`src/rtl/irq_ctl.sv`:
```
`default_nettype none
// ============================================================================
// Module      : irq_ctl
// Description : Masked, fixed-priority interrupt controller with a single CPU
//               interrupt line, ack/EOI handshake and per-source clear pulse.
// Revision    : 1.0 - initial release
// ============================================================================
module irq_ctl #(
    parameter int N_SRC = 4
) (
    input  logic             clk,
    input  logic             rst,
    input  logic [N_SRC-1:0] src_req,
    output logic [N_SRC-1:0] src_clr,
    output logic             cpu_irq,
    input  logic             cpu_ack,
    input  logic [1:0]       addr,
    input  logic [31:0]      din,
    input  logic             wr,
    output logic [31:0]      dout
);

    localparam logic [1:0] c_IDLE = 2'd0;
    localparam logic [1:0] c_REQ  = 2'd1;
    localparam logic [1:0] c_SVC  = 2'd2;
    localparam logic [1:0] c_CLR  = 2'd3;

    localparam logic [1:0] c_ADDR_MASK = 2'd0;
    localparam logic [1:0] c_ADDR_PEND = 2'd1;
    localparam logic [1:0] c_ADDR_VEC  = 2'd2;
    localparam logic [1:0] c_ADDR_EOI  = 2'd3;

    logic [1:0]       r_state;
    logic [1:0]       w_next;
    logic [N_SRC-1:0] r_mask;
    logic [2:0]       r_vec;
    logic [2:0]       w_vec_next;
    logic             r_irq;
    logic [N_SRC-1:0] r_clr;

    logic [N_SRC-1:0] w_active;
    logic [2:0]       w_sel;
    logic [N_SRC-1:0] w_vec_onehot;
    logic             w_vec_enabled;
    logic             w_eoi_wr;
    logic             w_mask_wr;
    logic             w_in_service;
    logic             w_unused_din;

    assign w_active  = src_req & r_mask;
    assign w_eoi_wr  = wr && (addr == c_ADDR_EOI);
    assign w_mask_wr = wr && (addr == c_ADDR_MASK);

    // Lowest set bit wins: scan from the top so lower indices overwrite.
    always_comb begin
        w_sel = 3'd0;
        for (int i = N_SRC - 1; i >= 0; i--) begin
            if (w_active[i]) w_sel = 3'(i);
        end
    end

    always_comb begin
        w_vec_onehot = '0;
        for (int i = 0; i < N_SRC; i++) begin
            w_vec_onehot[i] = (r_vec == 3'(i));
        end
    end

    assign w_vec_enabled = |(w_vec_onehot & r_mask);

    always_comb begin
        w_next     = r_state;
        w_vec_next = r_vec;
        case (r_state)
            c_IDLE: begin
                if (|w_active) begin
                    w_vec_next = w_sel;
                    w_next     = c_REQ;
                end
            end
            c_REQ: begin
                // Ack takes precedence over a withdrawn mask bit.
                if (cpu_ack)             w_next = c_SVC;
                else if (!w_vec_enabled) w_next = c_IDLE;
            end
            c_SVC: begin
                if (w_eoi_wr) w_next = c_CLR;
            end
            c_CLR: begin
                w_next = c_IDLE;
            end
            default: begin
                w_next = c_IDLE;
            end
        endcase
    end

    always_ff @(posedge clk) begin
        if (rst) begin
            r_state <= c_IDLE;
            r_mask  <= '0;
            r_vec   <= 3'd0;
            r_irq   <= 1'b0;
            r_clr   <= '0;
        end else begin
            r_state <= w_next;
            r_vec   <= w_vec_next;
            r_irq   <= (w_next == c_REQ);
            r_clr   <= (w_next == c_CLR) ? w_vec_onehot : '0;
            if (w_mask_wr) r_mask <= din[N_SRC-1:0];
        end
    end

    assign cpu_irq = r_irq;
    assign src_clr = r_clr;

    assign w_in_service = (r_state == c_SVC) || (r_state == c_CLR);

    always_comb begin
        dout = 32'd0;
        case (addr)
            c_ADDR_MASK: dout = {{(32 - N_SRC){1'b0}}, r_mask};
            c_ADDR_PEND: dout = {{(32 - N_SRC){1'b0}}, src_req};
            c_ADDR_VEC:  dout = {w_in_service, 28'd0, r_vec};
            default:     dout = 32'd0;
        endcase
    end

    // Only the low N_SRC data bits carry meaning on this bus.
    assign w_unused_din = ^din;

endmodule
`default_nettype wire

```
`config.mk`:
```
export PLATFORM = sky130hd
export DESIGN_NAME = irq_ctl
export DESIGN_NICKNAME = d
export VERILOG_FILES = /design/src/rtl/irq_ctl.sv
export SDC_FILE = /design/constraint.sdc
export NUM_CORES = 1
export LEC_CHECK = 0
export BUFFER_PORTS_ARGS = -buffer_cell sky130_fd_sc_hd__buf_2
export CORE_ASPECT_RATIO = 0.8
export CORE_UTILIZATION = 35
export DETAILED_ROUTE_END_ITERATION = 6
export GPL_TIMING_DRIVEN = 0
export PLACE_DENSITY = 0.76
export SETUP_SLACK_MARGIN = 0.3
export SLEW_MARGIN = 20
export SYNTH_ARGS = -nofsm -noshare
export SYNTH_HDL_FRONTEND = slang
export SYNTH_SLANG_ARGS = --single-unit
```
`constraint.sdc`:
```
create_clock -name clk -period 3.05 [get_ports clk]
set_clock_uncertainty 0.05 [all_clocks]
set_input_delay 0.1525 -clock clk [delete_from_list [all_inputs] [get_ports clk]]
set_output_delay 0.1525 -clock clk [all_outputs]
set_load 0.02 [all_outputs]
```
* Word level (Yosys, flattened, before mapping)
Index checks and enable logic that the tools add are counted.
Widths: inputs -> output; s select.
** Word-level totals
- Logic and storage cells :: 39
- Output and inout port bits :: 37
- Latch bits :: 0
- Register bits after elaboration :: 14
- Memory bits (read-only) :: 0
- RAM bits :: 0
- Memories kept :: 0
** Cells by class
- Reductions and logical operators :: 10
- Multiply operators :: 0
- Shift-type cells :: 0
- Divide/modulo/power cells :: 0
- Bitwise gates (word level) :: 3
- Equal/unequal tests :: 11
- Order comparisons :: 0
- Muxes and demuxes :: 10
- $add $sub $neg :: 0
** Operators by type and width (number)
- $pmux 32 s3 :: 1
- $eq 2x2->1 const B :: 5
- $mux 2 :: 5
- $mux 3 :: 3
- $and 4x4->4 :: 2
- $pmux 2 s4 :: 1
- $reduce_or 4->1 :: 2
- $eq 2x1->1 const B :: 3
- $eq 3x2->1 const B :: 2
- $logic_not 2->1 :: 2
- $eq 3x1->1 const B :: 1
- $logic_not 3->1 :: 1
- $logic_and 1x1->1 :: 2
- $reduce_and 2->1 :: 1
- $reduce_or 2->1 :: 1
- $logic_or 1x1->1 :: 1
- $not 1->1 :: 1

* Logic depth before layout (Yosys ltp)
- Depth after elaboration :: 9
- Mapped depth :: 5

* Worst setup path before layout
Ideal clock, no wire load.
- Kind :: flip-flop to flip-flop
- Start point :: register r_mask[2]
- End point :: register r_clr[3], in the netlist src_clr[3]
- Path buffers :: 0
- Slack :: 1651 ps
- Clock period less this slack :: 1399 ps
- Cell stages (with the launch flop) :: 5
- Arrival time :: 1212 ps
- Cells stage by stage :: dfxtp_1 -> a22o_1 -> or4_1 -> o211ai_2 -> nor3_1
** On the way
- Word-level cells in the longest chain between the ends :: 8
- Elaborated cells on any way between the ends :: 11
- Those cells by class :: eq/ne: 1; mux: 4; bitwise: 3; reduce/logical: 3
** RTL lines
- start: declaration :: line 35 : logic [N_SRC-1:0] r_mask;
- start signal: assignment :: line 110 : if (w_mask_wr) r_mask <= din[N_SRC-1:0];
- $and 4x4->4 :: line 69 : assign w_vec_enabled = |(w_vec_onehot & r_mask);
- $reduce_or 4->1 :: line 69
- $mux 2 :: line 84 : else if (!w_vec_enabled) w_next = c_IDLE;
- $mux 2 :: line 83 : if (cpu_ack) w_next = c_SVC;
- $pmux 2 s4 * :: line 74 : case (r_state)
- $eq 2x2->1 * :: line 109 : r_clr <= (w_next == c_CLR) ? w_vec_onehot : '0;
- $not 1->1 (no source line) *
- $reduce_or 2->1 (no source line) *
- end signal: assignment :: line 109
- end: declaration :: line 39 : logic [N_SRC-1:0] r_clr;
Mark *: on every way between the ends. The rest lies on a longest branch, timed or not.
A chain may end at the register's enable or synchronous reset.

* Final worst setup path
Same ends and word-level chain as after synthesis.

==> reports/qor.txt <==
vias in the first global route - 511
Synth area leader - dfxtp_1
max-slew violation count - 0
Seq/Total Area, Yosys - 0.297
DR vias - 733
DRC - 4
Tightest Hold Check Type - in -> reg
CTS tree - done
FF-to-FF Start - r_mask[2]
Synth Flop Type - dfxtp_1
RD Place Congestion - 0.824
Slew @ Worst Pin - 536 ps
Crit. End Element - flop
Clock Latency Late Sink - 270 ps
DRT Wirelength - 1.62 mm
upper clock frequency limit - 660 MHz
Vias/cell - 4.24
count leader, synth - buf_4
top cells by area in the synthesized netlist - dfxtp_1 30%, buf_4 23%, mux2i_1 13%
max_slew headroom - 0.632
R2R cell count - 4
CP delay by family, top - simple AND/OR/NAND/NOR gates
Async SR Flop Fraction - 0
initial antenna violation count - 0
Routed Antenna Nets - 0
final hold vios - 0
R2R Setup Slk - 1540 ps
CTS H-Tree Depth - 1
Layout Area Growth over Synthesis - 29.1%
FF+latch count, synth - 13
Critical Path, Cell by Cell - a22o_1 > or4_1 > o211ai_2 > nor3_1
yosys warns - 0
crit share post-route - 0.497
Multi-input gate area - 454 um^2
Yosys top cell area share - 0.297
first-pass GRT wire length - 2.27 mm
syn avg cell area - 8.94 um^2
Min-Delay Startpoint - din[0]
crit path max fanout - 6
DR iter-0 viols - 17
Mapped Area - 876 um^2
Die Height - 46.7 um
max cap viols - 0
initial core utilization - 0.389
Root Buffer - clkbuf_4
Worst EP arrival - 1600 ps
Leak - 0.596 nW
setup tns final - 0 ps
Critical-path top delay cell - or4_1
io pins - 79
worst hold path cell count - 3
top cells by count, synth - 27 x buf_4, 13 x dfxtp_1, 11 x mux2i_1, 10 x nor2_1, 4 x nand2_1
Max clock buf depth - 2
EDFF count, synth - 0
clk sinks - 13
TritonCTS Buffers - 3
unrepaired setup endpoints after global routing - no
endpoints failing setup - 0
worst path bufs/invs - 0
largest net degree at the start of global routing - 10
max incr delay on CP - 480 ps
CTS Hold Bufs - 0
fillcell total - 219
worst vdd ir - 0.233 mV
# diodes - 0
layout cells sized above 1 - 0.412
num rows - 15
Finished Core Util - 0.502
area of the die - 2710 um^2
P per Cell Area - 364 nW/um^2
Reg clk slew, reported paths - 80 ps
hpwl dp - 1.34 mm
Post-CTS Resized - 0
R2R Path End - src_clr[3]
total track usage - 0.116
GRT overflow - 0
FF/Latch Area - 260 um^2
number of setup buffers added after CTS - 0
crit path launch type - flop
Detailed Routing Iterations Pass 1 - 6
Crit Path Category - reg -> reg
# nets final - 191
Syn Inst Count - 98
Yosys cell types - 31
Core Box Area - 2250 um^2
worst endpoint required time - 3140 ps
status - finished with violations
Avg WL per Cell - 9.35 um
Final min period - 1510 ps
WHS Endpoint - r_mask[0]
failing checks - design-rule violations
Buffers on Ports - 20
Die X - 57.9 um
[metrics by stage]
stage               setup WS (ps)  power, W  instance area [um^2]  hold slack [ps]  instances
floorplan                    1650  0.000290                   973              250        124
global placement             1580  0.000308                  1100              337        169
detailed placement           1560  0.000311                  1100              345        169
CTS                          1540  0.000415                  1130             53.0        173
global route                 1470  0.000433                  1130             74.6        173
finish                       1540  0.000412                  1130             60.1        173
[worst min-delay path: stages]
cell and delay, ps:
buf_2 70, mux2i_1 50, nor2_1 70
[layout by cell type (no fill, tap or decap), drive strengths merged, types with 2 or more instances in the layout]
master | synthesis | routed
buf | 30 | 50
conb | 1 | 27
dfxtp | 13 | 13
mux2i | 11 | 11
nor2 | 10 | 10
clkbuf | 1 | 5
nand2 | 4 | 4
nor4 | 3 | 3
inv | 3 | 3
o21ai | 2 | 2
a21oi | 2 | 2
nor3 | 2 | 2
a22o | 2 | 2
[layout make-up]
cell class	instances	area share
flip-flops and latches	13	0.230
inverters	3	0.00996
repair buffers	20	0.0885
plain buffers	32	0.219
well taps	25	0.0277
clock buffers	4	0.0232
multi-input cells	76	0.402
[layer usage]
layer	global-route usage	up-vias	wire length, um
met3	0.0606	0	169
met2	0.202	40	777
met1	0.129	312	670
li1	-	381	-
met4	0.0286	0	0
met5	0	-	0
[cells by family (layout without fill, tap and decap cells)]
family                 after synthesis  count (layout)  share of synthesized area
AOI/OAI and AO/OA                   12              12                      0.113
buffers and inverters               35              59                      0.296
DFF                                 13              13                      0.297
muxes                               11              11                      0.126
other                                1              27                    0.00428
and+or+nand+nor                     26              26                      0.164
[how the worst max path moves through the flow]
stage / slack, ps / startpoint / cells after the start / endpoint
floorplan: 1650 / r_mask[2] / 4 / src_clr[3]
global placement: 1580 / r_mask[2] / 4 / src_clr[3]
detailed placement: 1560 / r_mask[2] / 4 / src_clr[3]
CTS: 1540 / r_mask[2] / 4 / src_clr[3]
global route: 1470 / r_mask[2] / 4 / src_clr[0]
finish: 1540 / r_mask[2] / 4 / src_clr[3]
[registers in the layout, summed over array words and instances (netlist names)]
name / cells
r_mask: 4
src_clr: 4
r_state: 2
r_vec: 2
cpu_irq: 1
[report_power, final]
| part | internal (W) | total [W] | switching (W) |
|---|---|---|---|
| clock | 0.0000507 | 0.000104 | 0.0000531 |
| combinational | 0.0000524 | 0.000124 | 0.0000711 |
| sequential | 0.000177 | 0.000185 | 0.00000762 |
| total | 0.000280 | 0.000412 | 0.000132 |
Note: power is estimated with default switching activity, not from simulation.
